==> config.mk <==
export PLATFORM = sky130hd
export DESIGN_NAME = alu_rs_flat
export DESIGN_NICKNAME = d
export VERILOG_FILES = /design/src/rtl/alu_rs_if.sv /design/src/rtl/alu_rs.sv /design/src/flat_wrapper.sv
export SDC_FILE = /design/constraint.sdc
export NUM_CORES = 2
export LEC_CHECK = 0
export CORE_MARGIN = 3
export CORE_UTILIZATION = 45
export CTS_BUF_LIST = sky130_fd_sc_hd__clkbuf_4 sky130_fd_sc_hd__clkbuf_8 sky130_fd_sc_hd__clkbuf_16
export DETAILED_ROUTE_END_ITERATION = 8
export PLACE_DENSITY = 0.68
export SYNTH_ARGS = -nofsm -noshare
export SYNTH_HDL_FRONTEND = slang
export SYNTH_SLANG_ARGS = --single-unit
export TNS_END_PERCENT = 1
==> constraint.sdc <==
create_clock -name clk -period 31.9 [get_ports clk]
set_input_delay 6.38 -clock clk [delete_from_list [all_inputs] [get_ports clk]]
set_output_delay 6.38 -clock clk [all_outputs]
set_load 0.02 [all_outputs]
==> src/rtl/alu_rs_if.sv <==
// Issue, CDB and dispatch signals between the decoder/CDB side and the ALU
// reservation station.
interface alu_rs_if;
  logic        issue_valid;
  logic [5:0]  issue_op_type;
  logic [31:0] issue_vj;
  logic [31:0] issue_vk;
  logic        issue_qj_valid;
  logic        issue_qk_valid;
  logic [3:0]  issue_qj;
  logic [3:0]  issue_qk;
  logic [3:0]  issue_rob_dest;

  logic        cdb_alu_valid;
  logic [3:0]  cdb_alu_tag;
  logic [31:0] cdb_alu_value;
  logic        cdb_lsb_valid;
  logic [3:0]  cdb_lsb_tag;
  logic [31:0] cdb_lsb_value;

  logic        rs_full;
  logic        alu_mission;
  logic [5:0]  alu_op_type;
  logic [31:0] alu_rs1;
  logic [31:0] alu_rs2;
  logic [3:0]  alu_rob_dest;

  modport master (
    output issue_valid, issue_op_type, issue_vj, issue_vk, issue_qj_valid, issue_qk_valid,
           issue_qj, issue_qk, issue_rob_dest,
           cdb_alu_valid, cdb_alu_tag, cdb_alu_value, cdb_lsb_valid, cdb_lsb_tag, cdb_lsb_value,
    input  rs_full, alu_mission, alu_op_type, alu_rs1, alu_rs2, alu_rob_dest
  );

  modport slave (
    input  issue_valid, issue_op_type, issue_vj, issue_vk, issue_qj_valid, issue_qk_valid,
           issue_qj, issue_qk, issue_rob_dest,
           cdb_alu_valid, cdb_alu_tag, cdb_alu_value, cdb_lsb_valid, cdb_lsb_tag, cdb_lsb_value,
    output rs_full, alu_mission, alu_op_type, alu_rs1, alu_rs2, alu_rob_dest
  );
endinterface

==> src/rtl/alu_rs.sv <==
// ALU reservation station: holds issued ALU ops until both operands are known,
// snoops the ALU and LSB result buses, and dispatches one ready op per cycle.
module alu_rs #(
  parameter int unsigned RS_SIZE = 8
) (
  input  logic     clk,
  input  logic     rst,
  input  logic     rdy,
  input  logic     rob_clear,
  alu_rs_if.slave  bus
);

  localparam int unsigned IdxW = (RS_SIZE > 1) ? $clog2(RS_SIZE) : 1;

  typedef struct packed {
    logic        busy;
    logic [5:0]  op;
    logic [31:0] vj;
    logic [31:0] vk;
    logic        qj_valid;
    logic [3:0]  qj;
    logic        qk_valid;
    logic [3:0]  qk;
    logic [3:0]  dest;
  } entry_t;

  entry_t ent_q [RS_SIZE];
  entry_t ent_d [RS_SIZE];

  logic [RS_SIZE-1:0] busy_vec;
  logic [RS_SIZE-1:0] ready_vec;
  logic [IdxW-1:0]    free_idx;
  logic [IdxW-1:0]    sel_idx;
  logic               full;
  logic               any_ready;

  logic        alu_mission_q, alu_mission_d;
  logic [5:0]  alu_op_type_q, alu_op_type_d;
  logic [31:0] alu_rs1_q, alu_rs1_d;
  logic [31:0] alu_rs2_q, alu_rs2_d;
  logic [3:0]  alu_rob_dest_q, alu_rob_dest_d;

  // Returns {still_pending, value}; the ALU bus wins when both buses carry the tag.
  function automatic logic [32:0] resolve(
    input logic        pend,
    input logic [3:0]  tag,
    input logic [31:0] val,
    input logic        a_valid,
    input logic [3:0]  a_tag,
    input logic [31:0] a_value,
    input logic        l_valid,
    input logic [3:0]  l_tag,
    input logic [31:0] l_value
  );
    if (!pend) return {1'b0, val};
    if (a_valid && (a_tag == tag)) return {1'b0, a_value};
    if (l_valid && (l_tag == tag)) return {1'b0, l_value};
    return {1'b1, val};
  endfunction

  // Lowest free entry for allocation and lowest ready entry for dispatch, from registered state.
  always_comb begin
    free_idx = '0;
    sel_idx  = '0;
    for (int i = 0; i < RS_SIZE; i++) begin
      busy_vec[i]  = ent_q[i].busy;
      ready_vec[i] = ent_q[i].busy && !ent_q[i].qj_valid && !ent_q[i].qk_valid;
    end
    for (int i = RS_SIZE - 1; i >= 0; i--) begin
      if (!busy_vec[i]) free_idx = IdxW'(i);
      if (ready_vec[i]) sel_idx = IdxW'(i);
    end
    full      = &busy_vec;
    any_ready = |ready_vec;
  end

  assign bus.rs_full = full;

  // Next entry state: wakeup, then dispatch release, then allocation into a pre-edge free slot.
  always_comb begin
    for (int i = 0; i < RS_SIZE; i++) begin
      ent_d[i] = ent_q[i];
      if (ent_q[i].busy) begin
        {ent_d[i].qj_valid, ent_d[i].vj} = resolve(ent_q[i].qj_valid, ent_q[i].qj, ent_q[i].vj,
            bus.cdb_alu_valid, bus.cdb_alu_tag, bus.cdb_alu_value,
            bus.cdb_lsb_valid, bus.cdb_lsb_tag, bus.cdb_lsb_value);
        {ent_d[i].qk_valid, ent_d[i].vk} = resolve(ent_q[i].qk_valid, ent_q[i].qk, ent_q[i].vk,
            bus.cdb_alu_valid, bus.cdb_alu_tag, bus.cdb_alu_value,
            bus.cdb_lsb_valid, bus.cdb_lsb_tag, bus.cdb_lsb_value);
      end
    end
    if (any_ready) ent_d[sel_idx].busy = 1'b0;
    // A free slot is never the selected one, so allocation cannot collide with dispatch.
    if (bus.issue_valid && !full) begin
      ent_d[free_idx].busy = 1'b1;
      ent_d[free_idx].op   = bus.issue_op_type;
      ent_d[free_idx].qj   = bus.issue_qj;
      ent_d[free_idx].qk   = bus.issue_qk;
      ent_d[free_idx].dest = bus.issue_rob_dest;
      {ent_d[free_idx].qj_valid, ent_d[free_idx].vj} = resolve(bus.issue_qj_valid, bus.issue_qj,
          bus.issue_vj, bus.cdb_alu_valid, bus.cdb_alu_tag, bus.cdb_alu_value,
          bus.cdb_lsb_valid, bus.cdb_lsb_tag, bus.cdb_lsb_value);
      {ent_d[free_idx].qk_valid, ent_d[free_idx].vk} = resolve(bus.issue_qk_valid, bus.issue_qk,
          bus.issue_vk, bus.cdb_alu_valid, bus.cdb_alu_tag, bus.cdb_alu_value,
          bus.cdb_lsb_valid, bus.cdb_lsb_tag, bus.cdb_lsb_value);
    end
  end

  // Dispatch outputs: load the selected entry, otherwise drop mission and hold the payload.
  always_comb begin
    alu_mission_d  = any_ready;
    alu_op_type_d  = alu_op_type_q;
    alu_rs1_d      = alu_rs1_q;
    alu_rs2_d      = alu_rs2_q;
    alu_rob_dest_d = alu_rob_dest_q;
    if (any_ready) begin
      alu_op_type_d  = ent_q[sel_idx].op;
      alu_rs1_d      = ent_q[sel_idx].vj;
      alu_rs2_d      = ent_q[sel_idx].vk;
      alu_rob_dest_d = ent_q[sel_idx].dest;
    end
  end

  // State update: reset beats flush, flush beats the rdy stall.
  always_ff @(posedge clk) begin
    if (rst) begin
      for (int i = 0; i < RS_SIZE; i++) ent_q[i] <= '0;
      alu_mission_q  <= 1'b0;
      alu_op_type_q  <= '0;
      alu_rs1_q      <= '0;
      alu_rs2_q      <= '0;
      alu_rob_dest_q <= '0;
    end else if (rob_clear) begin
      for (int i = 0; i < RS_SIZE; i++) ent_q[i].busy <= 1'b0;
      alu_mission_q <= 1'b0;
    end else if (!rdy) begin
      // Entries hold; mission drops so a finished op is not reported twice.
      alu_mission_q <= 1'b0;
    end else begin
      for (int i = 0; i < RS_SIZE; i++) ent_q[i] <= ent_d[i];
      alu_mission_q  <= alu_mission_d;
      alu_op_type_q  <= alu_op_type_d;
      alu_rs1_q      <= alu_rs1_d;
      alu_rs2_q      <= alu_rs2_d;
      alu_rob_dest_q <= alu_rob_dest_d;
    end
  end

  assign bus.alu_mission  = alu_mission_q;
  assign bus.alu_op_type  = alu_op_type_q;
  assign bus.alu_rs1      = alu_rs1_q;
  assign bus.alu_rs2      = alu_rs2_q;
  assign bus.alu_rob_dest = alu_rob_dest_q;

endmodule

==> src/flat_wrapper.sv <==
// flat-port wrapper written by rule: the top's interface ports become plain ports
module alu_rs_flat 
#(
  parameter int unsigned RS_SIZE = 8
)
  (clk, rst, rdy, rob_clear, bus_issue_valid, bus_issue_op_type, bus_issue_vj, bus_issue_vk, bus_issue_qj_valid, bus_issue_qk_valid, bus_issue_qj, bus_issue_qk, bus_issue_rob_dest, bus_cdb_alu_valid, bus_cdb_alu_tag, bus_cdb_alu_value, bus_cdb_lsb_valid, bus_cdb_lsb_tag, bus_cdb_lsb_value, bus_rs_full, bus_alu_mission, bus_alu_op_type, bus_alu_rs1, bus_alu_rs2, bus_alu_rob_dest);
  alu_rs_if bus_i ();
  input  logic clk;
  input  logic rst;
  input  logic rdy;
  input  logic rob_clear;
  input wire logic [$bits(bus_i.issue_valid)-1:0] bus_issue_valid;
  input wire logic [$bits(bus_i.issue_op_type)-1:0] bus_issue_op_type;
  input wire logic [$bits(bus_i.issue_vj)-1:0] bus_issue_vj;
  input wire logic [$bits(bus_i.issue_vk)-1:0] bus_issue_vk;
  input wire logic [$bits(bus_i.issue_qj_valid)-1:0] bus_issue_qj_valid;
  input wire logic [$bits(bus_i.issue_qk_valid)-1:0] bus_issue_qk_valid;
  input wire logic [$bits(bus_i.issue_qj)-1:0] bus_issue_qj;
  input wire logic [$bits(bus_i.issue_qk)-1:0] bus_issue_qk;
  input wire logic [$bits(bus_i.issue_rob_dest)-1:0] bus_issue_rob_dest;
  input wire logic [$bits(bus_i.cdb_alu_valid)-1:0] bus_cdb_alu_valid;
  input wire logic [$bits(bus_i.cdb_alu_tag)-1:0] bus_cdb_alu_tag;
  input wire logic [$bits(bus_i.cdb_alu_value)-1:0] bus_cdb_alu_value;
  input wire logic [$bits(bus_i.cdb_lsb_valid)-1:0] bus_cdb_lsb_valid;
  input wire logic [$bits(bus_i.cdb_lsb_tag)-1:0] bus_cdb_lsb_tag;
  input wire logic [$bits(bus_i.cdb_lsb_value)-1:0] bus_cdb_lsb_value;
  output wire logic [$bits(bus_i.rs_full)-1:0] bus_rs_full;
  output wire logic [$bits(bus_i.alu_mission)-1:0] bus_alu_mission;
  output wire logic [$bits(bus_i.alu_op_type)-1:0] bus_alu_op_type;
  output wire logic [$bits(bus_i.alu_rs1)-1:0] bus_alu_rs1;
  output wire logic [$bits(bus_i.alu_rs2)-1:0] bus_alu_rs2;
  output wire logic [$bits(bus_i.alu_rob_dest)-1:0] bus_alu_rob_dest;
  assign bus_i.issue_valid = bus_issue_valid;
  assign bus_i.issue_op_type = bus_issue_op_type;
  assign bus_i.issue_vj = bus_issue_vj;
  assign bus_i.issue_vk = bus_issue_vk;
  assign bus_i.issue_qj_valid = bus_issue_qj_valid;
  assign bus_i.issue_qk_valid = bus_issue_qk_valid;
  assign bus_i.issue_qj = bus_issue_qj;
  assign bus_i.issue_qk = bus_issue_qk;
  assign bus_i.issue_rob_dest = bus_issue_rob_dest;
  assign bus_i.cdb_alu_valid = bus_cdb_alu_valid;
  assign bus_i.cdb_alu_tag = bus_cdb_alu_tag;
  assign bus_i.cdb_alu_value = bus_cdb_alu_value;
  assign bus_i.cdb_lsb_valid = bus_cdb_lsb_valid;
  assign bus_i.cdb_lsb_tag = bus_cdb_lsb_tag;
  assign bus_i.cdb_lsb_value = bus_cdb_lsb_value;
  assign bus_rs_full = bus_i.rs_full;
  assign bus_alu_mission = bus_i.alu_mission;
  assign bus_alu_op_type = bus_i.alu_op_type;
  assign bus_alu_rs1 = bus_i.alu_rs1;
  assign bus_alu_rs2 = bus_i.alu_rs2;
  assign bus_alu_rob_dest = bus_i.alu_rob_dest;
  alu_rs #(.RS_SIZE(RS_SIZE)) u_core (.clk(clk), .rst(rst), .rdy(rdy), .rob_clear(rob_clear), .bus(bus_i));
endmodule
==> summary.md <==
| Metric | Value |
|---|---|
| Final Max Tran Viols | 0 |
| Seq pwr share | 44.3% |
| Setup Buffers After CTS | 0 |
| Pre-antenna DRT Iters | 8 |
| CP max-delay cell | buf_4 |
| Initial antenna violation count | 13 |
| Site Rows | 121 |
| Unrepaired setup endpoints after global routing | no |
| Clock share of power | 39.6% |
| Top-count cell post-synth | edfxtp_1 |
| Post-DR vias/cell | 7.323 |
| Sequential area share after synthesis | 43.62% |
| Crit Reg-Reg Startpoint | u_core.ent_q[0][84]$_SDFFE_PP0P_ |
| Vias | 45110 |
| Yosys cell types | 81 |
| CTS root buffer | clkbuf_16 |
| CP cell instances | clkdlybuf4s50_1 > nand2b_1 > nand2b_4 > buf_12 > buf_4 > buf_4 |
| Reg clk slew, reported paths | 0.06 ns |
| Cell-internal power | 1911 µW |
| Hold path endpoint | u_core.bus.alu_op_type[4]$_SDFFE_PP0P_ |
| Critical Path Start Type | input pin |
| CTS tree | yes |
| Logic pwr share | 16.1% |
| Synthesized Nets | 4886 |
| Critical path class | in2reg |
| Worst Hold Launch | u_core.bus.alu_op_type[4]$_SDFFE_PP0P_ |
| Worst-skew pair later-pin latency | 0.69 ns |
| I/O Pins | 239 |
| Number of gates resized after CTS | 0 |
| Die Wd | 340.1 µm |
| Leak | 0.01864 µW |
| Die Y | 340.1 µm |
| Ratio of cells with drive above 1 in the final layout | 18.77% |
| Total grt overflow | 0 |
| Antenna-violating nets left | 0 |
| Switching pwr | 765.1 µW |
| Placement Setup Slack | 20.90 ns |
| Max Clock Skew | 0.04192 ns |
| Non-filler instance count after layout | 6160 |
| Synth Register Bits | 755 |
| Inst Count DP | 5992 |
| Slew @ Worst Pin | 1.296 ns |
| GP Congestion | 0.9051 |
| IO Port Bufs | 238 |
| Die ar. | 115700 µm² |
| Max cap viols | 0 |
| Synthesized instance count | 4723 |
| Largest net degree at the start of global routing | 173 |
| First-pass GRT wire length | 301.8 mm |
| Crit path largest cell delay | 1.00 ns |
| FMAX | 0.09607 GHz |
| Async set or reset register ratio after synthesis | 0% |
| Fin Setup TNS | 0 ns |
| Detailed Route Iter0 Violations | 7993 |
| Hold violation total from the final report | 0 |
| Post-Syn Area | 50240 µm² |
| Initial Util | 45.77% |
| GR Util All Layers | 34.67% |
| Max VDD drop | 0.03618 mV |
| Arrival @ worst endpoint | 10.71 ns |
| Vias in the first global route | 43500 |
| RR Endpoint | u_core.ent_q[5][55]$_SDFFCE_PN0P_ |
| Final setup viols | 0 |
| P per Cell Area | 47.48 nW/µm² |
| Final setup margin | 21.49 ns |
| Syn Area/Cell | 10.64 µm² |
| YS warnings | 0 |
| Fin nets | 4769 |
| Worst setup EP type | flip-flop |
| Final Cycle Share | 32.63% |
| CTS buffer count | 88 |
| Area Growth Syn to Fin | 12.21% |
| Synth area leader | edfxtp_1 |
| Overall Power | 2676 µW |
| Top cells by count, synth | 679 x edfxtp_1, 601 x mux2i_1, 418 x nand2_1, 402 x clkbuf_1, 378 x mux2_2 |
| Clk sink count | 755 |
| Hold Path Depth | 2 |
| Detailed Place HPWL | 113.3 mm |
| Slew headroom | 13.57% |
| Drt wl/cell | 34.12 µm |
| FF-to-FF setup slack | 27.61 ns |
| Outcome | complete, no violations |
| Post-CTS Hold Fix Bufs | 0 |
| DRC Markers | 0 |
| Worst Reg-to-Reg Cells | 6 |
| Cell mode on critical path | buf_4 |
| WP data required | 32.20 ns |
| HP Class | reg2reg |
| Top cells by area, synth | edfxtp_1 41%, mux2i_1 12%, mux2_2 8.5% |
| Synth Flop Type | edfxtp_1 |
| Tmin final | 10.41 ns |
| Number of flops mapped to enable cells by yosys | 679 |
| CP max FO | 172 |
| Final WL | 210.2 mm |
| Yosys top cell area share | 40.59% |
| Core Region | 109800 µm² |
| Max Root-Sink Buffers | 3 |
| H-Tree Depth | 3 |
| Sw frac | 28.59% |
==> through the flow <==
stage,utilization (%),hold WS (ns),instance area [µm²]
finish,51.36,0.4984,56370
CTS,51.35,0.5018,56370
global route,51.35,0.5230,56370
floorplan,-,0.5350,50240
detailed placement,48.65,0.4944,53390
global placement,48.65,0.4929,53390
==> critical path, delay by kind of cell <==
kind          cells  cell delay [ns]
buf+inv           4             3.18
simple gates      2             0.82
==> metal layers <==
metal	GRT usage, %	part of all wire, %	up-vias
met5	0	0.029	-
met4	17.90	6.1	10
met3	11.29	15	904
met2	50.78	42	4150
met1	45.71	36	21810
li1	-	-	18230
==> cells in the final DEF (no fill, tap or decap), types with 36 or more instances in the layout <==
master,synthesis,routed
nand3_1,38,36
a311oi_1,78,77
a2bb2oi_1,75,75
nor4_1,43,43
a221oi_1,112,112
a211oi_1,67,67
clkdlybuf4s50_1,0,235
nor2_1,138,128
mux2i_1,601,601
mux2_2,378,378
o22ai_1,368,368
nor3_1,48,46
xor2_1,65,65
a21oi_1,209,205
buf_4,27,140
clkbuf_16,0,89
nand4_1,40,40
a22o_1,78,78
or2_1,39,38
or2_2,65,66
nand2_1,418,404
o221ai_1,42,42
edfxtp_1,679,679
xnor2_1,72,71
dfxtp_1,76,76
==> cells by family (layout without fill, tap and decap cells) <==
family	count (synthesis)	count (layout)	synth area share, %
flops	755	755	43.62
mux	979	979	20.45
simple gates	971	971	9.492
other cells	0	2	0
buf+inv	609	568	5.210
xor+xnor	137	137	2.388
compound gates	1272	1272	18.85
==> worst max path at each step <==
stage,startpoint,endpoint,slack (ns),cells after the start
after floorplan,rst,u_core.ent_q[0][0]$_SDFFCE_PN0P_,7.85,3
after global placement,rdy,u_core.ent_q[2][59]$_SDFFCE_PN0P_,20.91,6
after detailed placement,rdy,u_core.ent_q[3][59]$_SDFFCE_PN0P_,20.90,6
after CTS,rdy,u_core.ent_q[0][58]$_SDFFCE_PN0P_,21.59,6
after global routing,rdy,u_core.ent_q[5][60]$_SDFFCE_PN0P_,21.28,6
final,rdy,u_core.ent_q[6][58]$_SDFFCE_PN0P_,21.49,6
==> layout make-up <==
type | instances | area [µm²]
multi-input combinational | 3359 | 26110
timing repair buffer | 378 | 3433
fill | 9787 | 53390
clock buffer | 126 | 2561
inverter | 24 | 90.09
clock inverter | 40 | 410.4
antenna | 2 | 5.005
tap | 1476 | 1847
sequential | 755 | 21910
==> power groups by stage <==
stage	Combinational (µW)	Sequential (µW)	Clock (µW)
after floorplan	254	1240	0
after global routing	445	1190	1100
after global placement	407	1200	0
after detailed placement	413	1200	0
after CTS	414	1180	1060
final	430	1190	1060
==> state kept, by name, summed over array words and instances (netlist names) <==
signal                   cells
u_core.ent_q               680
u_core.bus.alu_rs1          32
u_core.bus.alu_rs2          32
u_core.bus.alu_op_type       6
u_core.bus.alu_rob_dest      4
u_core.bus.alu_mission       1
(Power assumes the default switching activity.)
